`src/rtl/can_pkg.sv`:
```
// Shared CAN CRC-15 definitions: sequencer state encoding, polynomial, seed
// and the single-bit LFSR step used by can_crc15_lfsr.
package can_pkg;

  localparam int unsigned CRC_W = 15;
  localparam logic [CRC_W-1:0] CRC_POLY = 15'h4599;
  localparam logic [CRC_W-1:0] CRC_SEED = '0;

  typedef enum logic [2:0] {
    ST_IDLE,
    ST_DATA,
    ST_CRC,
    ST_DELIM,
    ST_DONE
  } state_e;

  function automatic logic [CRC_W-1:0] crc_step(input logic [CRC_W-1:0] crc,
                                                input logic din);
    logic fb;
    fb = din ^ crc[CRC_W-1];
    return {crc[CRC_W-2:0], 1'b0} ^ (fb ? CRC_POLY : '0);
  endfunction

endpackage

```
`src/rtl/can_crc15_lfsr.sv`:
```
// CAN CRC-15 LFSR register; clr has priority over shift.
module can_crc15_lfsr
  import can_pkg::*;
(
  input  logic             clk,
  input  logic             rst_n,
  input  logic             clr,
  input  logic             shift,
  input  logic             din,
  output logic [CRC_W-1:0] crc
);

  logic [CRC_W-1:0] crc_d, crc_q;

  always_comb begin
    crc_d = crc_q;
    if (clr) begin
      crc_d = CRC_SEED;
    end else if (shift) begin
      crc_d = crc_step(crc_q, din);
    end
  end

  always_ff @(posedge clk or negedge rst_n) begin
    if (!rst_n) begin
      crc_q <= '0;
    end else begin
      crc_q <= crc_d;
    end
  end

  assign crc = crc_q;

endmodule

```
`src/rtl/can_crc_seq.sv`:
```
// CAN CRC field sequencer: accumulates CRC-15 over SOF..data, then sequences
// and checks the 15 CRC bits. Define CAN_CRC_DELIM_CHECK_EN to check the delimiter.
module can_crc_seq
  import can_pkg::*;
(
  input  logic             clk,
  input  logic             rst_n,
  input  logic             start,
  input  logic             tx_mode,
  input  logic [6:0]       num_bits,
  input  logic             bit_stb,
  input  logic             rx_bit,
  input  logic             abort,
  output logic             busy,
  output logic             crc_phase,
  output logic             tx_crc_bit,
  output logic [CRC_W-1:0] crc_val,
  output logic             crc_err,
  output logic             delim_err,
  output logic             done
);

  state_e           state_d, state_q;
  logic [6:0]       cnt_d, cnt_q;
  logic [3:0]       idx_d, idx_q;
  logic             tx_mode_d, tx_mode_q;
  logic             busy_d, busy_q;
  logic             crc_phase_d, crc_phase_q;
  logic             crc_err_d, crc_err_q;
  logic             done_d, done_q;
  logic             lfsr_clr, lfsr_shift;
  logic [CRC_W-1:0] crc_w;
  logic             crc_bit;
  logic             mismatch;
`ifdef CAN_CRC_DELIM_CHECK_EN
  logic             delim_err_d, delim_err_q;
`endif

  can_crc15_lfsr u_lfsr (
    .clk   (clk),
    .rst_n (rst_n),
    .clr   (lfsr_clr),
    .shift (lfsr_shift),
    .din   (rx_bit),
    .crc   (crc_w)
  );

  assign crc_bit = crc_w[idx_q];
  // TX compares the bus readback against the bit being driven; RX against the expected bit.
  assign mismatch = tx_mode_q ? (rx_bit != tx_crc_bit) : (rx_bit != crc_bit);

  always_comb begin
    state_d    = state_q;
    cnt_d      = cnt_q;
    idx_d      = idx_q;
    tx_mode_d  = tx_mode_q;
    crc_err_d  = crc_err_q;
    lfsr_clr   = 1'b0;
    lfsr_shift = 1'b0;
`ifdef CAN_CRC_DELIM_CHECK_EN
    delim_err_d = delim_err_q;
`endif
    if (abort) begin
      state_d = ST_IDLE;
    end else begin
      case (state_q)
        ST_IDLE: begin
          if (start) begin
            lfsr_clr  = 1'b1;
            crc_err_d = 1'b0;
`ifdef CAN_CRC_DELIM_CHECK_EN
            delim_err_d = 1'b0;
`endif
            tx_mode_d = tx_mode;
            cnt_d     = num_bits;
            idx_d     = 4'd14;
            state_d   = (num_bits == '0) ? ST_CRC : ST_DATA;
          end
        end
        ST_DATA: begin
          if (bit_stb) begin
            lfsr_shift = 1'b1;
            cnt_d      = cnt_q - 7'd1;
            if (cnt_q == 7'd1) begin
              state_d = ST_CRC;
            end
          end
        end
        ST_CRC: begin
          if (bit_stb) begin
            if (mismatch) begin
              crc_err_d = 1'b1;
            end
            if (idx_q == '0) begin
`ifdef CAN_CRC_DELIM_CHECK_EN
              state_d = ST_DELIM;
`else
              state_d = ST_DONE;
`endif
            end else begin
              idx_d = idx_q - 4'd1;
            end
          end
        end
`ifdef CAN_CRC_DELIM_CHECK_EN
        ST_DELIM: begin
          if (bit_stb) begin
            if (!rx_bit) begin
              delim_err_d = 1'b1;
            end
            state_d = ST_DONE;
          end
        end
`endif
        ST_DONE: state_d = ST_IDLE;
        default: state_d = ST_IDLE;
      endcase
    end
    busy_d      = (state_d != ST_IDLE);
    crc_phase_d = (state_d == ST_CRC);
    done_d      = (state_d == ST_DONE);
  end

  always_ff @(posedge clk or negedge rst_n) begin
    if (!rst_n) begin
      state_q     <= ST_IDLE;
      cnt_q       <= '0;
      idx_q       <= '0;
      tx_mode_q   <= 1'b0;
      busy_q      <= 1'b0;
      crc_phase_q <= 1'b0;
      crc_err_q   <= 1'b0;
      done_q      <= 1'b0;
`ifdef CAN_CRC_DELIM_CHECK_EN
      delim_err_q <= 1'b0;
`endif
    end else begin
      state_q     <= state_d;
      cnt_q       <= cnt_d;
      idx_q       <= idx_d;
      tx_mode_q   <= tx_mode_d;
      busy_q      <= busy_d;
      crc_phase_q <= crc_phase_d;
      crc_err_q   <= crc_err_d;
      done_q      <= done_d;
`ifdef CAN_CRC_DELIM_CHECK_EN
      delim_err_q <= delim_err_d;
`endif
    end
  end

  assign busy       = busy_q;
  assign crc_phase  = crc_phase_q;
  assign tx_crc_bit = crc_phase_q & crc_bit;
  assign crc_val    = crc_w;
  assign crc_err    = crc_err_q;
  assign done       = done_q;
`ifdef CAN_CRC_DELIM_CHECK_EN
  assign delim_err  = delim_err_q;
`else
  assign delim_err  = 1'b0;
`endif

endmodule

```
`config.mk`:
```
export PLATFORM = sky130hd
export DESIGN_NAME = can_crc_seq
export DESIGN_NICKNAME = d
export VERILOG_FILES = /design/src/rtl/can_pkg.sv /design/src/rtl/can_crc15_lfsr.sv /design/src/rtl/can_crc_seq.sv
export SDC_FILE = /design/constraint.sdc
export NUM_CORES = 1
export LEC_CHECK = 0
export CAP_MARGIN = 20
export CORE_MARGIN = 5
export CORE_UTILIZATION = 40
export CTS_CLUSTER_SIZE = 10
export DETAILED_ROUTE_END_ITERATION = 8
export PLACE_DENSITY = 0.66
export SLEW_MARGIN = 20
export SYNTH_ARGS = -nofsm -noshare
export SYNTH_HDL_FRONTEND = slang
export SYNTH_SLANG_ARGS = --single-unit
```
`constraint.sdc`:
```
create_clock -name clk -period 4.1 [get_ports clk]
set_input_delay 0.615 -clock clk [delete_from_list [all_inputs] [get_ports clk]]
set_output_delay 0.615 -clock clk [all_outputs]
set_load 0.02 [all_outputs]
```
==> results of run 1 <==
[worst reg2reg max path, cell delays in order (launching register included)]
cell     delay, ns
dfrtp_1       0.46
or4b_4        0.60
a21o_1        0.24
buf_4         0.26
or4_1         0.52
o21ai_0       0.08
[cells by family after synthesis]
logic type	count (synthesis)	share of synthesized area
AO/OA/AOI/OAI	50	0.1791
XOR/XNOR	8	0.03646
adder cells (fa/ha/maj)	3	0.01953
buffers and inverters	19	0.04818
flip-flops	34	0.4427
multiplexers	8	0.04948
other	1	0.001951
AND/OR/NAND/NOR	88	0.2227
[where the power goes]
group / switching (µW) / leakage, µW / internal, µW
combinational: 172 / 0.000498 / 167
clock: 121 / 0.0000482 / 135
sequential: 65.6 / 0.000429 / 395
[final timing paths]
| kind | slack, ns | end | startpoint |
|---|---|---|---|
| setup / recovery | 1.05 | tx_crc_bit | idx_q[1]$_DFFE_PN0P_ |
| hold / removal | 0.48 | tx_mode_q$_DFFE_PN0P_ | tx_mode_q$_DFFE_PN0P_ |
| setup reg to reg | 1.86 | u_lfsr.crc[14]$_DFFE_PN0P_ | state_q[2]$_DFF_PN0_ |
| hold reg to reg | 0.48 | tx_mode_q$_DFFE_PN0P_ | tx_mode_q$_DFFE_PN0P_ |
| max in group asynchronous | 3.04 | cnt_q[3]$_DFFE_PN0P_ | rst_n |
| min in group asynchronous | 0.74 | u_lfsr.crc[0]$_DFFE_PN0P_ | rst_n |
[synthesized netlist by cell type (2+ instances only)]
cell type  number
nand2_1        38
dfrtp_1        34
nor2_1         17
o21ai_0        14
a21oi_1         8
clkbuf_1        8
nor3_1          7
inv_1           6
nor3b_1         6
xnor2_1         6
mux2i_1         5
o31ai_1         5
a211o_1         3
ha_1            3
nand3_1         3
o21ba_2         3
o22a_1          3
a31oi_1         2
buf_2           2
buf_6           2
nand4_1         2
nor2b_1         2
nor4_1          2
or3_1           2
xor2_1          2
[sequential cells by signal, indices dropped and copies added (netlist names)]
register and flops:
state_q 3, done 1, busy 1, tx_mode_q 1, u_lfsr.crc 15, crc_err 1, idx_q 4, crc_phase 1
cnt_q 7
[final cells by class]
class,count,area [µm²]
Multi-Input combinational cell,158,983.4
Clock buffer,7,86.33
Sequential cell,34,850.8
Clock inverter,1,5.005
Timing Repair Buffer,36,352.8
Tap cell,54,67.56
Fill cell,448,2323
Inverter,6,22.52
[metrics by stage]
stage               cells  hold WS [ns]  power [µW]
floorplan             211        0.3194       663.4
global placement      288        0.4590       805.4
finish                296        0.4808        1056
detailed placement    288        0.4643       808.3
CTS                   296        0.4832        1068
global route          296        0.5400        1123
[metal layers]
layer	up-vias	wire (µm)	global-route usage
li1	806	-	-
met1	751	1951	0.1983
met2	38	2029	0.2365
met3	6	216	0.03288
met4	0	57	0.04639
met5	-	0	0
[placed cells by master, fill, tap and decap left out, types with 5 or more instances in the layout]
cell / instances
nor3_1: 7
o31ai_1: 5
o21ai_0: 14
nor3b_1: 5
inv_1: 6
mux2i_1: 5
a21oi_1: 8
xnor2_1: 6
nor2_1: 17
nand2_1: 38
clkdlybuf4s50_1: 33
clkbuf_8: 6
dfrtp_1: 34
==> reports/results.ini, run 1 <==
[placed_design]
place.gp.congestion=0.8191
port_buffers=33
place_ws_ns=1.315
place_hpwl_um=3074
dpl_cell_area_um2=2277

[power_and_ir_drop]
p_per_area_nw_per_um2=445.8
p_leak_uw=0.0009752
worst_ir_drop_vdd_mv=0.2239

[floorplanning]
die_w_um=79.32
core_um2=4692
initial_core_util=0.4096
num_rows=25
dieArea_um2=6291
boundaryPins=35
dieHeight_um=79.32

[yosys]
yosys.area.top_type=dfrtp_1
async_flop_share=1.000
synthTopCellsByArea=dfrtp_1 44%, nand2_1 7.4%, o21ai_0 3.6%, nor2_1 3.3%, xnor2_1 2.7%
synth_cell_types=51
synth_edf_count=0
ys_seq_area_frac=0.4427
synth_flop_cell=dfrtp_1
yosysTopAreaCellShare=0.4427
synthCells=211
synth-seq-cells=34
synth_warnings=0
syn_area_um2=1922
syn_avg_cell_area_um2=9.108
synth_nets=228

[clocking]
clkSinkCount=34
ctsLongestPathBuffers=2
post_cts_resized=0
postCtsSetupBuffers=0
cts_hold_buffers=0
cts_buffers=5
clk_latency_ns=0.28
path_clk_slew_ns=0.07
htree_levels=2
cts_tree=done
cts_root_buf=clkbuf_8

[worst_setup_path]
cp-start-kind=register
path_max_fanout=9
crit_type=reg2out
end_kind=output port
path_depth=5
crit_family=buffers and inverters
cp_data_arrival_time_ns=2.44
cp_slowest_stage_delay_ns=0.54
path_cells=mux2_1 -> or3_1 -> a41oi_1 -> nor3b_1 -> clkdlybuf4s50_1
cp_slowest_cell=clkdlybuf4s50_1
cp_data_required_time_ns=3.48
reg2reg_depth=5
worst-path-buf-inv=1

[route]
routed_via_density=5.409
drc=0
num_vias=1601
finalWirelength_um=4254
post_drt_wl_per_cell_um=14.37
ant_nets=0
dr.pass1.iters=4
drt_iter0_drc=102

[global_routing]
grt_pass1_vias=1511
grt_overflow=0
antenna_found_initial=0
grt_use_total=0.1476
grt_pass1_wl_um=7362
grt_start_max_net_pins=40

[sta]
timing.fmax_ghz=0.3277
final_hold_viol_count=0
rsz0062_at_grt=no
relSlewSlack=0.5435
fin_worst_skew_ns=0.006082
setup_ws_ns=1.049
fin_crit_sh=0.7442
setup_tns_ns=0
worstMarginPinSlew_ns=0.6756
min_period_ns=3.051
slew_violations=0
finalSetupViolations=0

[cells_and_area]
drive_gt1_frac=0.08264
nNetsFinal=258
final_util=0.5048
fin_area_um2=2369
area.growth.synth_to_final_pct=23.24
num_antenna_cells=0

[worst_hold_path]
hold_class=reg2reg
min_path_cells=2

[job]
drv_cap=0

[status]
outcome=finished clean

Note: power is estimated with default switching activity, not from simulation.
==> inputs of run 2 (changes only) <==
--- a/config.mk
+++ b/config.mk
@@ -10,7 +10,7 @@
 export CORE_UTILIZATION = 40
 export CTS_CLUSTER_SIZE = 10
 export DETAILED_ROUTE_END_ITERATION = 8
-export PLACE_DENSITY = 0.66
+export PLACE_DENSITY = 0.68
 export SLEW_MARGIN = 20
 export SYNTH_ARGS = -nofsm -noshare
 export SYNTH_HDL_FRONTEND = slang
==> constraint.sdc (replaced) <==
create_clock -name clk -period 2.7 [get_ports clk]
set_input_delay 0.405 -clock clk [delete_from_list [all_inputs] [get_ports clk]]
set_output_delay 0.405 -clock clk [all_outputs]
set_load 0.02 [all_outputs]
==> run 2 against run 1 <==
Flip-flop and latch count stayed put; first-iteration DRC count is 5.9% lower; register-to-register slack got worse by 1.2 ns; sequential power grew 52%; largest power group unchanged.
==> reports/results.ini, run 2 (synthesis results as in run 1) <==
[sta]
relSlewSlack=0.5566  ; +0.01309
fin_crit_sh=0.9295
final_hold_viol_count=0  ; unchanged
slew_violations=0  ; unchanged
fin_worst_skew_ns=0.01158  ; +0.005499 ns
worstMarginPinSlew_ns=0.6562  ; -0.01937 ns
rsz0062_at_grt=no
min_period_ns=2.510
finalSetupViolations=0  ; unchanged
setup_tns_ns=0  ; unchanged
timing.fmax_ghz=0.3985

[placed_design]
place_hpwl_um=3228  ; +5.0%
place.gp.congestion=0.8240  ; +0.60%
port_buffers=33  ; unchanged
dpl_cell_area_um2=2322  ; +2.0%

[worst_hold_path]
hold_class=reg2reg

[route]
num_vias=1634  ; +2.1%
finalWirelength_um=4440  ; +4.4%
routed_via_density=5.411  ; about the same
post_drt_wl_per_cell_um=14.70  ; +2.3%
drt_iter0_drc=96  ; -5.9%
drc=0  ; unchanged
ant_nets=0  ; unchanged
dr.pass1.iters=4  ; unchanged

[global_routing]
antenna_found_initial=0  ; unchanged
grt_start_max_net_pins=35  ; -13%
grt_overflow=0  ; unchanged
grt_pass1_vias=1592  ; +5.4%
grt_pass1_wl_um=7596  ; +3.2%
grt_use_total=0.1531  ; +0.005513

[worst_setup_path]
crit_family=multiplexers
worst-path-buf-inv=1  ; unchanged
cp-start-kind=register
crit_type=reg2out
path_max_fanout=6  ; -3
end_kind=output port
cp_data_required_time_ns=2.30  ; -1.18 ns
path_cells=mux4_2 -> nor2b_1 -> nor3_1 -> nor3b_1 -> dlygate4sd2_1
cp_slowest_stage_delay_ns=0.51  ; -0.03 ns
cp_data_arrival_time_ns=2.10  ; -0.34 ns
cp_slowest_cell=mux4_2

[cells_and_area]
final_cell_mix=38 x nand2_1, 34 x dfrtp_1, 32 x clkdlybuf4s50_1
num_antenna_cells=0  ; unchanged
area.growth.synth_to_final_pct=26.69
largest_reg_flops=15  ; unchanged
fin_area_um2=2435  ; +2.8%
final_util=0.5189  ; +0.01413
layout_commonest_cell=nand2_1
nNetsFinal=264  ; +2.3%
drive_gt1_frac=0.1089  ; +0.02623

[power_and_ir_drop]
power_uw=1704  ; +61%
worst_ir_drop_vdd_mv=0.3171  ; +42%
p_leak_uw=0.001011  ; +3.7%
p_per_area_nw_per_um2=699.9  ; +57%

[clocking]
clk_latency_ns=0.29  ; about the same
cts_hold_buffers=0  ; unchanged
path_clk_slew_ns=0.08  ; about the same
htree_levels=2  ; unchanged
cts_buffers=5  ; unchanged
cts_tree=done
clkSinkCount=34  ; unchanged
ctsLongestPathBuffers=2  ; unchanged
postCtsSetupBuffers=0  ; unchanged
cts_root_buf=clkbuf_8
post_cts_resized=1  ; +1

[floorplanning]
dieHeight_um=79.32  ; unchanged
boundaryPins=35  ; unchanged
num_rows=25  ; unchanged
dieArea_um2=6291  ; unchanged
core_um2=4692  ; unchanged
die_w_um=79.32  ; unchanged
initial_core_util=0.4096  ; unchanged

[job]
drv_cap=0  ; unchanged

[status]
outcome=finished clean

==> run 2: cell count changes in the layout (fill, tap and decap cells not counted), sizes merged <==
| cell | change |
|---|---|
| bufinv | +1 |
| clkbuf | -2 |
| clkdlybuf4s50 | -1 |
| dlygate4sd2 | +1 |
| buf | +6 |
| clkinvlp | +2 |
| clkinv | -1 |
==> run 2: final timing paths <==
| check | startpoint | to | slack, ns | cells after the start |
|---|---|---|---|---|
| setup reg to reg | idx_q[0]$_DFFE_PN0P_ | crc_err$_DFFE_PN0P_ | 0.64 | 5 |
| min in group asynchronous | rst_n | u_lfsr.crc[9]$_DFFE_PN0P_ | 0.52 | 2 |
| setup / recovery | idx_q[0]$_DFFE_PN0P_ | tx_crc_bit | 0.19 | 5 |
| max in group asynchronous | rst_n | state_q[2]$_DFF_PN0_ | 1.86 | 2 |
| hold / removal | tx_mode_q$_DFFE_PN0P_ | tx_mode_q$_DFFE_PN0P_ | 0.48 | 2 |
| hold reg to reg | tx_mode_q$_DFFE_PN0P_ | tx_mode_q$_DFFE_PN0P_ | 0.48 | 2 |
==> run 2: worst min-delay path: stages, from the launching register on <==
cell,delay (ns)
dfrtp_1,0.34
nand2_1,0.05
nand2_1,0.06
==> run 2: cell type report <==
cell class	count	area (µm²)
repair buffers	42	396.6
well taps	54	67.56
clock inverters	3	45.04
fillers	456	2257
flip-flops and latches	34	850.8
inverters	6	22.52
clock buffers	5	68.82
multi-input cells	158	983.4
==> run 2: routing by layer <==
metal | routed length [µm] | GRT usage | vias to the layer above | share of wire
li1 | - | - | 818 | -
met1 | 2065 | 0.2023 | 780 | 0.47
met2 | 2121 | 0.2449 | 29 | 0.48
met3 | 186 | 0.03741 | 7 | 0.042
met4 | 66 | 0.05155 | 0 | 0.015
met5 | 0 | 0 | - | 0
==> run 2: metrics by stage <==
step / hold WS, ns / std cells / setup slack, ns
3_3_place_gp: 0.4567 / 294 / 0.3189
3_5_place_dp: 0.4794 / 294 / 0.2939
4_1_cts: 0.4968 / 302 / 0.1764
5_1_grt: 0.5211 / 302 / 0.02825
2_1_floorplan: 0.1094 / 211 / 0.7624
6_report: 0.4808 / 302 / 0.1903
==> run 2: where the power goes <==
| part | switching [µW] | leakage (µW) | total (µW) | internal, µW |
|---|---|---|---|---|
| sequential | 97.7 | 0.000429 | 697 | 599 |
| combinational | 266 | 0.000531 | 532 | 266 |
| clock | 201 | 0.0000504 | 476 | 275 |
| total | 564 | 0.00101 | 1700 | 1140 |
==> inputs of run 3 (changes only) <==
--- a/config.mk
+++ b/config.mk
@@ -7,10 +7,10 @@
 export LEC_CHECK = 0
 export CAP_MARGIN = 20
 export CORE_MARGIN = 5
-export CORE_UTILIZATION = 40
+export CORE_UTILIZATION = 45
 export CTS_CLUSTER_SIZE = 10
 export DETAILED_ROUTE_END_ITERATION = 8
-export PLACE_DENSITY = 0.68
+export PLACE_DENSITY = 0.75
 export SLEW_MARGIN = 20
 export SYNTH_ARGS = -nofsm -noshare
 export SYNTH_HDL_FRONTEND = slang
==> run 3 against run 2 <==
Design area increased by 0.41%; non-clock buffer count rose by 1; hold slack got worse by 0.0040 ns; cell count is 0.99% lower; die area shrank 9.7%; critical endpoint unchanged.
==> reports/results.ini, run 3 (synthesis results as in run 1) <==
[status]
outcome=finished clean

[power_and_ir_drop]
p_per_area_nw_per_um2=694.2  ; -0.81%
p_leak_uw=0.001016  ; +0.46%
power_frac_comb=0.315  ; +0.003
switching_share=0.3278  ; -0.003289
p_int_uw=1141  ; about the same
power_switching_uw=556.4  ; -1.4%
power.share.clock=0.277  ; -0.002
p_seq_frac=0.409  ; about the same
worst_ir_drop_vdd_mv=0.3408  ; +7.5%

[global_routing]
grt_overflow=0  ; unchanged
grt_use_total=0.1761  ; +0.02292
grt_pass1_wl_um=7603  ; about the same
antenna_found_initial=0  ; unchanged
grt_start_max_net_pins=35  ; unchanged
grt_pass1_vias=1628  ; +2.3%

[sta]
timing.fmax_ghz=0.4039  ; +1.4%
relSlewSlack=0.5199  ; -0.03665
worstMarginPinSlew_ns=0.7104  ; +0.05424 ns
fin_crit_sh=0.9170  ; -0.01251
min_period_ns=2.476  ; -0.03379 ns
slew_violations=0  ; unchanged
rsz0062_at_grt=no
setup_ws_ns=0.2241  ; +0.03379 ns
setup_tns_ns=0  ; unchanged
final_hold_viol_count=0  ; unchanged
fin_worst_skew_ns=0.008049  ; -0.003532 ns
finalSetupViolations=0  ; unchanged

[floorplanning]
num_rows=23  ; -8.0%
dieHeight_um=75.35  ; -5.0%
boundaryPins=35  ; unchanged
initial_core_util=0.4736  ; +0.06404
core_um2=4058  ; -14%
dieArea_um2=5678  ; -9.7%
die_w_um=75.35  ; -5.0%

[clocking]
clk_latency_ns=0.29  ; about the same
post_cts_resized=2  ; +1
clkSinkCount=34  ; unchanged
cts_root_buf=clkbuf_8
postCtsSetupBuffers=0  ; unchanged
ctsLongestPathBuffers=2  ; unchanged
cts_buffers=5  ; unchanged
cts_hold_buffers=0  ; unchanged
path_clk_slew_ns=0.08  ; about the same
cts_tree=done
htree_levels=2  ; unchanged

[cells_and_area]
nNetsFinal=265  ; +0.38%
final_util=0.6025  ; +0.08360
nFillCells=324  ; -29%
final_cell_mix=38 x nand2_1, 34 x dfrtp_1, 32 x clkdlybuf4s50_1
largest_reg_flops=15  ; unchanged
fin_cells=299  ; -0.99%
num_antenna_cells=0  ; unchanged
drive_gt1_frac=0.1165  ; +0.007595
layout_commonest_cell=nand2_1
regArea_um2=850.8  ; unchanged
multi_input_area_um2=991.0  ; +0.76%
area.growth.synth_to_final_pct=27.21

[route]
post_drt_wl_per_cell_um=14.44  ; -1.8%
ant_nets=0  ; unchanged
dr.pass1.iters=4  ; unchanged
num_vias=1628  ; -0.37%
drc=0  ; unchanged
drt_iter0_drc=101  ; +5.2%
routed_via_density=5.445  ; +0.63%
finalWirelength_um=4318  ; -2.7%

[worst_setup_path]
reg2reg_depth=5  ; unchanged
cp_data_required_time_ns=2.30  ; about the same
cp-start-kind=register
path_max_fanout=6  ; unchanged
cp_data_arrival_time_ns=2.07  ; -0.03 ns
crit_type=reg2out
end_kind=output port

[worst_hold_path]
min_path_cells=2  ; unchanged
hold_class=reg2reg

[placed_design]
port_buffers=33  ; unchanged
place_ws_ns=0.3046  ; +0.01065 ns
dp_cells=291  ; -1.0%
place.gp.congestion=0.7574  ; -8.1%
place_hpwl_um=3183  ; -1.4%

[job]
drv_cap=0  ; unchanged

==> run 3: per-layer routing <==
metal | share of wire | wire length (µm) | up-vias | GRT usage
li1 | - | - | 821 | -
met1 | 0.46 | 1967 | 762 | 0.2295
met2 | 0.48 | 2057 | 39 | 0.2905
met3 | 0.053 | 231 | 6 | 0.02770
met4 | 0.014 | 61 | 0 | 0.07573
met5 | 0 | 0 | - | 0
==> run 3: through the flow <==
stage	total power (µW)	hold WS (ns)	cell area, µm²
4_1_cts	1717	0.4845	2445
3_5_place_dp	1242	0.4670	2325
6_report	1697	0.4768	2445
5_1_grt	1804	0.5223	2445
2_1_floorplan	1007	0.1094	1922
3_3_place_gp	1232	0.4595	2325
==> run 3: worst paths after layout <==
check | start | to | slack [ns]
min in group asynchronous | rst_n | u_lfsr.crc[9]$_DFFE_PN0P_ | 0.52
worst min-delay path | tx_mode_q$_DFFE_PN0P_ | tx_mode_q$_DFFE_PN0P_ | 0.48
max in group asynchronous | rst_n | u_lfsr.crc[14]$_DFFE_PN0P_ | 1.85
worst min register to register | tx_mode_q$_DFFE_PN0P_ | tx_mode_q$_DFFE_PN0P_ | 0.48
worst max-delay path | idx_q[0]$_DFFE_PN0P_ | tx_crc_bit | 0.22
worst max register to register | idx_q[0]$_DFFE_PN0P_ | crc_err$_DFFE_PN0P_ | 0.70
==> run 3: cell type report <==
type                    count  area share
multi-input cells         158      0.4053
repair buffers             43      0.1653
clock buffers               5     0.02815
clock inverters             3     0.01842
inverters                   6    0.009212
flip-flops and latches     34      0.3480
well taps                  50     0.02559
==> run 3: worst max-delay path: stages (launching register included) <==
cell and delay [ns]:
dfrtp_1 0.45, mux4_2 0.51, nor2b_1 0.15, nor3_1 0.25, nor3b_1 0.09, dlygate4sd2_1 0.33
==> run 3: power by group through the flow <==
stage	logic, µW	clock network (µW)	registers (µW)
3_5_place_dp	538	0	704
2_1_floorplan	256	0	752
6_report	534	469	694
4_1_cts	543	480	694
5_1_grt	594	501	709
3_3_place_gp	529	0	703
